==> src/rtl/if_id_decode_pkg.sv <==
// if_id_decode_pkg: shared widths, field positions and helpers for the IF/ID decode stage
package if_id_decode_pkg;
   localparam int DATA_W     = 32;
   localparam int REG_ADDR_W = 5;
   localparam int NUM_REGS   = 2 ** REG_ADDR_W;
   localparam int OPCODE_W   = 6;
   localparam int FUNCT_W    = 6;
   localparam int OPCODE_LSB = 26;
   localparam int RS_LSB     = 21;
   localparam int RT_LSB     = 16;
   localparam int RD_LSB     = 11;
   localparam logic [DATA_W-1:0]     NOP_INSTR = '0;
   localparam logic [REG_ADDR_W-1:0] REG_ZERO  = '0;

   function automatic logic [DATA_W-1:0] sign_ext16(input logic [15:0] imm);
      return {{(DATA_W-16){imm[15]}}, imm};
   endfunction
endpackage

==> src/rtl/if_id_decode_register_file.sv <==
// register_file: 32x32 register file, 2 combinational reads, 1 sync write, $zero, write-through
//  clk, rst (async active-low clear); i_we/i_wa/i_wd write port; i_ra1/i_ra2 -> o_rd1/o_rd2
module register_file
   import if_id_decode_pkg::*;
(
   input  logic                  clk,
   input  logic                  rst,
   input  logic                  i_we,
   input  logic [REG_ADDR_W-1:0] i_wa,
   input  logic [DATA_W-1:0]     i_wd,
   input  logic [REG_ADDR_W-1:0] i_ra1,
   input  logic [REG_ADDR_W-1:0] i_ra2,
   output logic [DATA_W-1:0]     o_rd1,
   output logic [DATA_W-1:0]     o_rd2
);
   logic [DATA_W-1:0] regs_q [NUM_REGS];
   logic [DATA_W-1:0] regs_d [NUM_REGS];
   logic              wr_hit;

   assign wr_hit = i_we && (i_wa != REG_ZERO);

   always_comb begin
      regs_d = regs_q;
      if (wr_hit) regs_d[i_wa] = i_wd;
   end

   always_ff @(posedge clk or negedge rst) begin
      if (!rst) begin
         for (int i = 0; i < NUM_REGS; i++) regs_q[i] <= '0;
      end else begin
         regs_q <= regs_d;
      end
   end

   // Same-cycle WB write is forwarded so ID sees the value being written this cycle
   assign o_rd1 = (i_ra1 == REG_ZERO) ? '0 : (wr_hit && i_wa == i_ra1) ? i_wd : regs_q[i_ra1];
   assign o_rd2 = (i_ra2 == REG_ZERO) ? '0 : (wr_hit && i_wa == i_ra2) ? i_wd : regs_q[i_ra2];
endmodule

==> src/rtl/if_id_decode.sv <==
// if_id_decode: IF/ID latch with stall/flush, field decode, register read and sign extension
//  clk, rst (async active-low); i_IF {PC+4, instr}; i_IF_ID_write stall control; i_flush squash;
//  i_RegWrite/i_write_reg/i_write_data WB port; outputs: latched pc/instr/valid, fields, reads, imm
module if_id_decode
   import if_id_decode_pkg::*;
(
   input  logic                  clk,
   input  logic                  rst,
   input  logic [2*DATA_W-1:0]   i_IF,
   input  logic                  i_IF_ID_write,
   input  logic                  i_flush,
   input  logic                  i_RegWrite,
   input  logic [REG_ADDR_W-1:0] i_write_reg,
   input  logic [DATA_W-1:0]     i_write_data,
   output logic [DATA_W-1:0]     o_pc_plus4,
   output logic [DATA_W-1:0]     o_instr,
   output logic                  o_valid,
   output logic [OPCODE_W-1:0]   o_opcode,
   output logic [FUNCT_W-1:0]    o_funct,
   output logic [REG_ADDR_W-1:0] o_rs,
   output logic [REG_ADDR_W-1:0] o_rt,
   output logic [REG_ADDR_W-1:0] o_rd,
   output logic [DATA_W-1:0]     o_read_data_1,
   output logic [DATA_W-1:0]     o_read_data_2,
   output logic [DATA_W-1:0]     o_sign_ext
);
   logic [DATA_W-1:0] pc_q, pc_d, instr_q, instr_d;
   logic              valid_q, valid_d;

   // Flush beats stall: a squashed slot must not survive a held latch
   always_comb begin
      pc_d    = i_flush ? '0 : i_IF_ID_write ? i_IF[2*DATA_W-1:DATA_W] : pc_q;
      instr_d = i_flush ? NOP_INSTR : i_IF_ID_write ? i_IF[DATA_W-1:0] : instr_q;
      valid_d = i_flush ? 1'b0 : i_IF_ID_write ? 1'b1 : valid_q;
   end

   always_ff @(posedge clk or negedge rst) begin
      if (!rst) begin
         pc_q    <= '0;
         instr_q <= NOP_INSTR;
         valid_q <= 1'b0;
      end else begin
         pc_q    <= pc_d;
         instr_q <= instr_d;
         valid_q <= valid_d;
      end
   end

   assign o_pc_plus4 = pc_q;
   assign o_instr    = instr_q;
   assign o_valid    = valid_q;
   assign o_opcode   = instr_q[OPCODE_LSB +: OPCODE_W];
   assign o_funct    = instr_q[FUNCT_W-1:0];
   assign o_rs       = instr_q[RS_LSB +: REG_ADDR_W];
   assign o_rt       = instr_q[RT_LSB +: REG_ADDR_W];
   assign o_rd       = instr_q[RD_LSB +: REG_ADDR_W];
   assign o_sign_ext = sign_ext16(instr_q[15:0]);

   register_file u_rf (
      .clk   (clk),
      .rst   (rst),
      .i_we  (i_RegWrite),
      .i_wa  (i_write_reg),
      .i_wd  (i_write_data),
      .i_ra1 (o_rs),
      .i_ra2 (o_rt),
      .o_rd1 (o_read_data_1),
      .o_rd2 (o_read_data_2)
   );
endmodule
==> config.mk <==
export PLATFORM = sky130hd
export DESIGN_NAME = if_id_decode
export DESIGN_NICKNAME = d
export VERILOG_FILES = /design/src/rtl/if_id_decode_pkg.sv /design/src/rtl/if_id_decode_register_file.sv /design/src/rtl/if_id_decode.sv
export SDC_FILE = /design/constraint.sdc
export NUM_CORES = 2
export LEC_CHECK = 0
export BUFFER_PORTS_ARGS = -buffer_cell sky130_fd_sc_hd__buf_2
export CAP_MARGIN = 30
export CORE_ASPECT_RATIO = 0.5
export CORE_MARGIN = 2
export CORE_UTILIZATION = 51
export DETAILED_ROUTE_END_ITERATION = 12
export HOLD_SLACK_MARGIN = 0.06
export PLACE_DENSITY = 0.68
export SYNTH_ARGS = -nofsm -noshare
export SYNTH_HDL_FRONTEND = slang
export SYNTH_SLANG_ARGS = --single-unit
==> constraint.sdc <==
create_clock -name clk -period 2.4 [get_ports clk]
set_input_delay 0.12 -clock clk [delete_from_list [all_inputs] [get_ports clk]]
set_output_delay 0.12 -clock clk [all_outputs]
set_load 0.02 [all_outputs]
-- Yosys cells after proc, flatten, opt, wreduce, memory -nomap -nowiden
Index checks and enable logic that the tools add are counted.
- register bits: 1089
- input bits: 106
- word-level logic and storage cells: 71
- order comparisons: 4
- eq/ne operators: 2
- muxes and demuxes: 19
- bitwise gates (word level): 3
- reductions and logical operators: 8
- operator list (kind ; number):
    $bwmux 1024 ; 1
    $mux 32 ; 13
    $bmux 32 s5 ; 2
    $demux 32 s5 ; 1
    $ge 6x6->1 const B ; 3
    $not 5->6 ; 3
    $eq 5x5->1 ; 2
    $logic_not 5->1 ; 2
    $lt 6x1->1 const B ; 1
    $reduce_bool 5->1 ; 1
    $logic_and 1x1->1 ; 4
    $mux 1 ; 2
    $reduce_bool 2->1 ; 1

-- Logic depth before layout (Yosys ltp)
- depth in word-level cells: 6
- depth in mapped cells: 10

-- By module
From an unflattened synthesis, not the netlist that was laid out.
- cells, all modules: 4102
- area, all modules: 58117.0 sq um
- modules (own cells, without submodules) (module ; times used ; cells each ; area each (sq um)):
    register_file ; 1 ; 3834 ; 55037.8
    if_id_decode ; 1 ; 268 ; 3079.2

-- Least setup slack after synthesis
No wires, ideal clock.
- path type: register -> output
- start point: reg instr_q[17], in the netlist o_instr[17]
- end point: out o_read_data_2[18]
- arrival: 2.301 ns
- required time: 2.280 ns
- path slack: -0.021 ns
- cell stages (with the launch flop): 10
- cell sequence: dfrtp_1 > buf_4 > buf_4 > buf_2 > nand2b_1 > clkbuf_1 > o22ai_1 > nor4_1 > nor3_1 > nor3_1
- word-level cells in the longest chain between the ends: 6
- elaborated cells between the ends (all ways): 9
- classes of those cells: eq/ne: 1; mux: 5; bitwise: 1; reduce/logical: 2
- ends and longest elaborated chain (what ; line ; text):
    start, declared ; if_id_decode.sv:27 ; logic [DATA_W-1:0] pc_q, pc_d, instr_q, instr_d;
    start signal, assigned ; if_id_decode.sv:44 ; instr_q <= instr_d;
    $not 5->6 (implied by the code) ; if_id_decode_register_file.sv:37 ; assign o_rd2 = (i_ra2 == REG_ZERO) ? '0 : (wr_hit && i_wa == i_ra2) ? i_wd : regs_q[i_ra2];
    $bmux 32 s5 ; if_id_decode_register_file.sv:37 ;
    $mux 32 (implied by the code) (2 in series) ; if_id_decode_register_file.sv:37 ;
    $mux 32 ; if_id_decode_register_file.sv:37 ;
    $mux 32 (*) ; if_id_decode_register_file.sv:37 ;
    end, declared ; if_id_decode.sv:24 ; output logic [DATA_W-1:0] o_read_data_2,
Mark *: on every way between the ends. The rest lies on a longest branch, timed or not. The select of a mux whose other input is x is not followed.

-- Final worst setup path
- start point: reg instr_q[16], in the netlist o_instr[16]
- end point: out o_read_data_2[2]
The elaborated chain is that of the path after synthesis.

==> summary.md <==
| Metric | Value |
|---|---|
| Outcome | `finished with violations` |
| Violated checks | `negative setup slack` |
| Routed wire per std cell | `~34 um` |
| Total GRT Usage | `0.364` |
| CP Buf/Inv Count | `3` |
| Drt first pass iters | `8` |
| Top cell by count, worst path | `mux4_2` |
| Yosys top cell area share | `0.465` |
| 1st-iter DRT viols | `approximately 5.6k` |
| YS warnings | `0` |
| Gp weighted congestion | `roughly 0.93` |
| Row cnt | `87` |
| H-tree levels | `3` |
| IO buf count | `roughly 290` |
| PwrDens | `about 750 nW/um2` |
| CTS tree | `yes` |
| Seq cells post-synth | `~1.1k` |
| Max Clk Rate | `295 MHz` |
| Post-synthesis async set-or-reset flop share | `1.00` |
| Design Area, Final | `approximately 74000 um2` |
| Layout area overhead | `25.5%` |
| Routed Wire Length | `220 mm` |
| Fill cell count | `between 7k and 8k` |
| Overall power | `about 55 mW` |
| Hold WC Path Type | `primary input to flop` |
| Area leader, netlist | `dfrtp_1` |
| Antenna-violating nets left | `0` |
| Type of origin of the critical path | `flop` |
| Minimum clock period | `approximately 3.4 ns` |
| Die W | `a little under 500 um` |
| Worst reg2reg path startpoint | `o_instr[23]$_DFFE_PN0P_` |
| Clk slew on worst S/H paths | `~0.070 ns` |
| Largest cells by area after synthesis | `dfrtp_1 (47%), mux2_2 (20%), mux4_2 (14%)` |
| Predominant post-synthesis flop cell | `dfrtp_1` |
| # IOs | `294` |
| HP Start | `i_write_data[12]` |
| CTS buffer count | `103` |
| Number of synthesized flops with an enable pin | `0` |
| Placed inst area | `approximately 65000 um2` |
| Avg Cell Area, Syn | `between 10 and 15 um2` |
| Total of max-cap violations | `0` |
| Setup Skew | `0 ns` |
| Synth Instances | `approximately 4.2k` |
| Post-Route Setup TNS | `-54.84 ns` |
| Antenna violations before repair | `6` |
| Crit Path Class | `flop to output pin` |
| Initial Util | `0.517` |
| Setup-failing EPs final | `64` |
| Maximum VDD drop | `0.601 mV` |
| Post-layout util | `0.649` |
| DP HPWL | `136 mm` |
| Max_slew headroom | `0.494` |
| Full die area | `between 100000 and 150000 um2` |
| Largest driver fanout on the critical path | `11` |
| Post-DR vias/cell | `slightly below 7` |
| Least-Margin Pin Slew | `~0.76 ns` |
| Max stage delay on crit path | `approximately 0.5 ns` |
| Vias in the first global route | `approximately 44k` |
| Crit path capture type | `output pin` |
| DRC Markers | `0` |
| Setup WS pre-CTS | `-0.330 ns` |
| Clock sink count | `1089` |
| Signal arrival time at the worst endpoint | `roughly 3.3 ns` |
| Lkg Pwr | `between 30 and 40 nW` |
| Final worst slack | `-0.984 ns` |
| Vias | `between 40k and 50k` |
| Clock root buffer | `clkbuf_16` |
| Die Height | `244 um` |
| Critical path cell sequence | `buf_12 -> buf_16 -> mux4_2 -> mux4_2 -> a221o_1 -> buf_2` |
| Worst path top cell family by delay | `multiplexers` |
| Share of cells above drive strength 1 | `0.579` |
| Post-synth cell types | `63` |
| Post-Syn Area | `58600 um2` |
| Worst-Skew Late Latency | `roughly 0.74 ns` |
| Crit-path slowest cell | `mux4_2` |
| Max Root-Sink Buffers | `3` |
| Period utilization | `1.41` |
| Setup crit start | `o_instr[16]$_DFFE_PN0P_` |
| Grt ovf | `0` |
| Unrepaired setup endpoints after global routing | `true` |
| Largest net degree at the start of global routing | `roughly 130` |
| First-pass GRT wire length | `311 mm` |
| Post-synthesis sequential area ratio | `0.465` |
| Syn_nets | `approximately 4.3k` |
| Final nets | `approximately 5k` |
| Final Max Tran Viols | `0` |
| Final hold vios | `0` |
| Core area | `roughly 110000 um2` |
| WP data required | `2.28 ns` |
==> layout by cell type, fill, tap and decap left out, types with 11 or more instances in the layout <==
cell type / synthesis / layout
mux2i_2: 0 / 17
buf_6: 38 / 93
o211ai_1: 13 / 13
nor3_1: 65 / 28
a221oi_1: 77 / 30
a21oi_2: 0 / 16
buf_8: 4 / 22
clkinv_2: 0 / 20
o22ai_2: 0 / 24
mux4_2: 371 / 371
dlygate4sd3_1: 0 / 128
dfrtp_1: 1089 / 1080
o21ai_0: 53 / 25
a221oi_2: 0 / 46
clkbuf_1: 230 / 12
a221o_1: 51 / 51
o22ai_1: 72 / 47
clkbuf_8: 0 / 25
buf_4: 90 / 362
nand2b_1: 18 / 11
buf_12: 3 / 157
buf_16: 0 / 19
nand2_1: 32 / 16
mux2i_1: 341 / 319
o21ai_1: 3 / 19
a21oi_1: 34 / 17
nor3_2: 2 / 33
clkbuf_16: 0 / 110
nand2_2: 0 / 16
nor2_4: 0 / 17
mux2_2: 1059 / 1059
buf_2: 94 / 242
nor2_1: 157 / 132
==> cells by family after synthesis <==
| group | Yosys count | share of synthesized area |
|---|---|---|
| AOI/OAI and AO/OA | 397 | 0.0505 |
| xor gates and xnor gates | 10 | 0.00149 |
| buffers and inverters | 524 | 0.0478 |
| DFF | 1089 | 0.465 |
| muxes | 1772 | 0.405 |
| and+or+nand+nor | 361 | 0.0307 |
==> Yosys cell counts (8+ instances only) <==
library cell     n
mux4_2         371
a21oi_1         34
dfrtp_1       1089
nor4_1          18
a221o_1         51
o311a_1          9
a2111oi_0       10
o211ai_1        13
clkbuf_1       230
a31oi_1          8
nor2_1         157
xnor2_1          8
buf_4           90
nand2b_1        18
o21ai_0         53
mux2_2        1059
mux2i_1        341
a221oi_1        77
buf_6           38
a22oi_1         17
buf_1           58
o22ai_1         72
nor3b_1         15
a211oi_1        18
nor3_1          65
buf_2           94
nand2_1         32
o22a_1          10
==> stage by stage <==
| stage | cells | hold slack (ns) |
|---|---|---|
| finish | 6377 | 0.0861 |
| floorplan | 4153 | -0.176 |
| global route | 6376 | 0.0901 |
| detailed placement | 5897 | 0.0473 |
| global placement | 5896 | 0.0462 |
| CTS | 6304 | 0.0708 |
==> registers in the layout (all words and copies together) (netlist names) <==
signal and count:
o_instr 32, u_rf.regs_q 1024, o_pc_plus4 32, o_valid 1
==> where the power goes <==
group | internal (mW) | switching (mW)
Clock | 9.80 | 7.80
Sequential | 21.7 | 2.62
Combinational | 7.47 | 5.99
==> layer usage <==
metal  up-vias  routed length, um  global-route usage
li1      17100                  -                   -
met1     23100              83800               0.493
met2      3150              94100               0.529
met3       751              29400               0.121
met4         2              12600               0.176
met5         -                 15                   0
==> worst min-delay path: stages <==
cell,delay (ns)
buf_2,0.15
buf_4,0.25
mux2_2,0.29
==> path summary, 6_finish.rpt <==
check | endpoint | slack, ns | cells past startpoint
setup / recovery | o_read_data_2[2] | -0.98 | 6
hold / removal | u_rf.regs_q[236]$_DFFE_PN0P_ | 0.09 | 3
setup reg to reg | o_instr[23]$_DFFE_PN0P_ | 0.05 | 6
hold reg to reg | u_rf.regs_q[1013]$_DFFE_PN0P_ | 0.40 | 0
max in group asynchronous | o_pc_plus4[24]$_DFFE_PN0P_ | 1.50 | 3
min in group asynchronous | u_rf.regs_q[705]$_DFFE_PN0P_ | 0.10 | 3
==> timing repair <==
action | CTS | global route
gates resized for setup | 331 | 225
hold endpoints to repair | 2081 | 0
gates cloned | 18 | 7
endpoints found under the setup margin | 64 | 69
buffers inserted | 69 | 76
hold buffers | 132 | 0
pin swaps | 79 | 89
==> area by class of cell <==
type                            instances  area, um2  share of cell area
Multi-Input combinational cell       2540      30200               0.410
Sequential cell                      1089      27300               0.371
Timing Repair Buffer                 1035      10600               0.144
Clock buffer                          140       2970              0.0403
Tap cell                             1513       1890              0.0257
Clock inverter                         52        612             0.00832
Inverter                                6       26.3            0.000357
Antenna cell                            2       5.00           0.0000680
Note: power is estimated with default switching activity, not from simulation.
